`config.mk`:
```
export PLATFORM = sky130hd
export DESIGN_NAME = mux_ctrl
export DESIGN_NICKNAME = d
export VERILOG_FILES = /design/src/rtl/mux_ctrl.sv
export SDC_FILE = /design/constraint.sdc
export NUM_CORES = 1
export LEC_CHECK = 0
export BUFFER_PORTS_ARGS = -buffer_cell sky130_fd_sc_hd__buf_2
export CORE_AREA = 2 2 39 41
export CTS_CLUSTER_DIAMETER = 30
export DETAILED_ROUTE_END_ITERATION = 10
export DIE_AREA = 0 0 41 43
export HOLD_SLACK_MARGIN = 0.12
export SYNTH_ARGS = -nofsm -noshare
export SYNTH_HDL_FRONTEND = slang
export SYNTH_SLANG_ARGS = --single-unit
```
`constraint.sdc`:
```
create_clock -name clk -period 1.7 [get_ports clk]
set_input_delay 0.34 -clock clk [delete_from_list [all_inputs] [get_ports clk]]
set_output_delay 0.34 -clock clk [all_outputs]
set_load 0.02 [all_outputs]
```
`src/rtl/mux_ctrl.sv`:
```
// Transmit-path byte-lane symbol multiplexer ahead of the 8b/10b encoder.
// Picks the payload byte or a fixed K-code per S and registers the result with a K flag.
module mux_ctrl (
    input  logic       clk,
    input  logic       reset,
    input  logic [7:0] data,
    input  logic       enb,
    input  logic [3:0] S,
    output logic [7:0] outmux,
    output logic       outk
);

    localparam logic [3:0] SEL_DATA = 4'b0000;
    localparam logic [3:0] SEL_COM  = 4'b0001;
    localparam logic [3:0] SEL_PAD  = 4'b0010;
    localparam logic [3:0] SEL_SKP  = 4'b0011;
    localparam logic [3:0] SEL_STP  = 4'b0100;
    localparam logic [3:0] SEL_SDP  = 4'b0101;
    localparam logic [3:0] SEL_END  = 4'b0110;
    localparam logic [3:0] SEL_EDB  = 4'b0111;
    localparam logic [3:0] SEL_FTS  = 4'b1000;
    localparam logic [3:0] SEL_IDL  = 4'b1001;
    localparam logic [3:0] SEL_EIE  = 4'b1010;

    localparam logic [7:0] K_COM = 8'hBC;
    localparam logic [7:0] K_PAD = 8'hF7;
    localparam logic [7:0] K_SKP = 8'h1C;
    localparam logic [7:0] K_STP = 8'hFB;
    localparam logic [7:0] K_SDP = 8'h5C;
    localparam logic [7:0] K_END = 8'hFD;
    localparam logic [7:0] K_EDB = 8'hFE;
    localparam logic [7:0] K_FTS = 8'h3C;
    localparam logic [7:0] K_IDL = 8'h7C;
    localparam logic [7:0] K_EIE = 8'hFC;

    logic [7:0] sym_sel;
    logic       k_sel;
    logic [7:0] outmux_d, outmux_q;
    logic       outk_d, outk_q;

    always_comb begin
        sym_sel = 8'h00;
        k_sel   = 1'b0;
        case (S)
            SEL_DATA: begin sym_sel = data;  k_sel = 1'b0; end
            SEL_COM:  begin sym_sel = K_COM; k_sel = 1'b1; end
            SEL_PAD:  begin sym_sel = K_PAD; k_sel = 1'b1; end
            SEL_SKP:  begin sym_sel = K_SKP; k_sel = 1'b1; end
            SEL_STP:  begin sym_sel = K_STP; k_sel = 1'b1; end
            SEL_SDP:  begin sym_sel = K_SDP; k_sel = 1'b1; end
            SEL_END:  begin sym_sel = K_END; k_sel = 1'b1; end
            SEL_EDB:  begin sym_sel = K_EDB; k_sel = 1'b1; end
            SEL_FTS:  begin sym_sel = K_FTS; k_sel = 1'b1; end
            SEL_IDL:  begin sym_sel = K_IDL; k_sel = 1'b1; end
            SEL_EIE:  begin sym_sel = K_EIE; k_sel = 1'b1; end
            default:  begin sym_sel = 8'h00; k_sel = 1'b0; end
        endcase
    end

    // A disabled lane emits a plain zero byte rather than holding the last symbol.
    always_comb begin
        outmux_d = 8'h00;
        outk_d   = 1'b0;
        if (enb) begin
            outmux_d = sym_sel;
            outk_d   = k_sel;
        end
    end

    always_ff @(posedge clk) begin
        if (reset) begin
            outmux_q <= 8'h00;
            outk_q   <= 1'b0;
        end else begin
            outmux_q <= outmux_d;
            outk_q   <= outk_d;
        end
    end

    assign outmux = outmux_q;
    assign outk   = outk_q;

endmodule

```
==> run metrics <==
# clock sinks 9; I/O pin cnt 24; largest area contributor in the netlist dfxtp_1; Max Fanout on Critical Path 14; commonest non-fill, non-tap cell in the layout buf_2; # fillers 155; Mapped Nets 66; Setup Total Neg Slack 0 ns; 1st-pass router iterations 4; vias in the first global route 360; Gate power share 18.8%; CP Buf/Inv Count 1; clk root buf clkbuf_4; Arrival @ worst endpoint 1.25 ns; gr usage total 12.9%; mapped cell area 418 um^2; post-synthesis register bit count 9; Global Route met1 Usage 18.0%; Simple-Gate Fraction of Synth Area 22.8%; Mapped Avg Cell Area 8.19 um^2; Final Hold Fails 0; ANT cells 0; status finished clean; area fraction of the dominant cell type after synthesis 43.1%; count of maximum capacitance violations 0; H-tree levels 1; Core Area 1380 um^2; post-synthesis sequential area ratio 43.1%; CTS tree built; post-synth cell types 24; worst vdd ir 0.225 mV; footprint of the multi-input gates 211 um^2; period utilisation layout 66.7%; async set-reset flop share out of synthesis 0%; largest net degree at the start of global routing 15; DR WL/cell 10.4 um; antenna violations before repair 0; hold_buf cts 0; largest family of logic cells by synthesized area compound AO/OA/AOI/OAI gates; Port Buffers 23; post-synthesis mux area share 0%; xor/xnor share of the synthesized area 2.10%; Initial Utilization 30.2%; switching power share of the total 25.6%; Crit Path Class in -> reg; clock share of power 33.3%; Worst Max-Slew Pin Slew 0.371 ns; Achievable Freq 882 MHz; Total Wirelength 959 um; Worst setup EP type flop; GR peak layer met1; Pwr Density 813 nW/um^2; # nets final 92; DR vias 463; Area growth, synth to finish 36.8%; CTS clk-pin slew, worst paths 0.06 ns; Internal 0.346 mW; setup ws final 0.566 ns; Hold Crit Endpoint outmux[0]; Finished Core Util 41.3%; first-pass GRT wire length 1500 um; die area 1760 um^2; Congestion Overflow GR 0; Slowest cell on crit path or4_1; hold path cells 2; drt drc 0; Core Rows 14; post-synthesis adder-cell area fraction 0%; Crit path largest cell delay 0.53 ns; die width 41 um; ys flop type dfxtp_1; Hold/Removal Path Class in -> reg; Clock Tree Buf Depth 2; Place WS 0.320 ns; largest cells by area after synthesis dfxtp_1, a21oi_1, nor2_1, buf_2, nand2b_1; Slew Viols, Final 0; buffer count from post-CTS setup fixing 0; Seq pwr share 47.9%; Antenna Nets Post-Route 0; Compound-Gate Fraction of Synth Area 25.7%; hold path start data[0]; Final Setup Violations 0; DRT iter0 DRCs 2; critical path required time 1.82 ns; most frequent cells in the layout buf_2, dfxtp_1, a21oi_1; routability cong. 0.798; global routing usage on met3 5.76%; Vias/cell 5.03; CTS buffer count 3; max_slew headroom 75.0%; RSZ-0062 raised after global routing no; layout cell share with drive strength beyond 1 36.8%; CTS resizes 0; Register Area 180 um^2; startpoint class of the critical path primary input; leakage power 0.289 nW; post-synthesis cell count 51; crit path time final 1.13 ns; sw power 0.119 mW; total power 0.465 mW; YS warnings 0; met2 Use GR 14.4%; die height 43 um; CP delay by family, top simple AND/OR/NAND/NOR gates; CP cell instances buf_2, or4_1, a21oi_1, a311oi_1; number of flops mapped to enable cells by yosys 0
[power groups by stage]
stage	combinational [mW]	sequential, mW	clock [mW]
after floorplan	0.0386	0.241	0
after global placement	0.0861	0.227	0
after detailed placement	0.0870	0.228	0
after CTS	0.0874	0.223	0.161
after global routing	0.0963	0.224	0.176
final	0.0872	0.223	0.155
[cells by family (layout without fill, tap and decap cells)]
| family | count (synthesis) | count (layout) |
|---|---|---|
| xor gates and xnor gates | 1 | 1 |
| buffers and inverters | 6 | 31 |
| AOI/OAI and AO/OA | 17 | 17 |
| and+or+nand+nor | 18 | 18 |
| DFF | 9 | 9 |
[layer usage]
metal | wire [um] | share of wire [%]
met4 | 14 | 1.5
met1 | 458 | 48
met3 | 84 | 8.8
met2 | 401 | 42
met5 | 0 | 0
[how the worst max path moves through the flow]
stage	from	slack (ns)	cells after the start	to
after floorplan	S[0]	0.55	3	outmux[5]
after global placement	S[0]	0.35	4	outmux[5]
after detailed placement	S[0]	0.32	4	outmux[5]
after CTS	S[0]	0.57	4	outmux[5]
after global routing	S[0]	0.50	4	outmux[5]
final	S[0]	0.57	4	outmux[5]
[synth_stat cells, drive strengths merged, types with 2 or more instances]
cell type,n
or3,2
inv,3
nand2,3
nor2,6
nand2b,2
o21ai,3
a21oi,7
dfxtp,9
buf,3
[final cells by class]
cell class              count  area share, %
clock buffers               4           4.60
inverters                   3           1.97
multi-input cells          36           37.0
flip-flops and latches      9           31.5
well taps                  16           3.50
repair buffers             24           21.4
[flip-flops by register name (all words and copies together), names as in the netlist]
signal and cells:
outk 1, outmux 8
[through the flow]
| stage | cells | area (um^2) | hold WS, ns |
|---|---|---|---|
| 2_1_floorplan | 51 | 418 | 0.483 |
| 3_3_place_gp | 88 | 546 | 0.588 |
| 3_5_place_dp | 88 | 546 | 0.581 |
| 4_1_cts | 92 | 572 | 0.316 |
| 5_1_grt | 92 | 572 | 0.302 |
| 6_report | 92 | 572 | 0.319 |
Power figures use the tool's default switching activity.
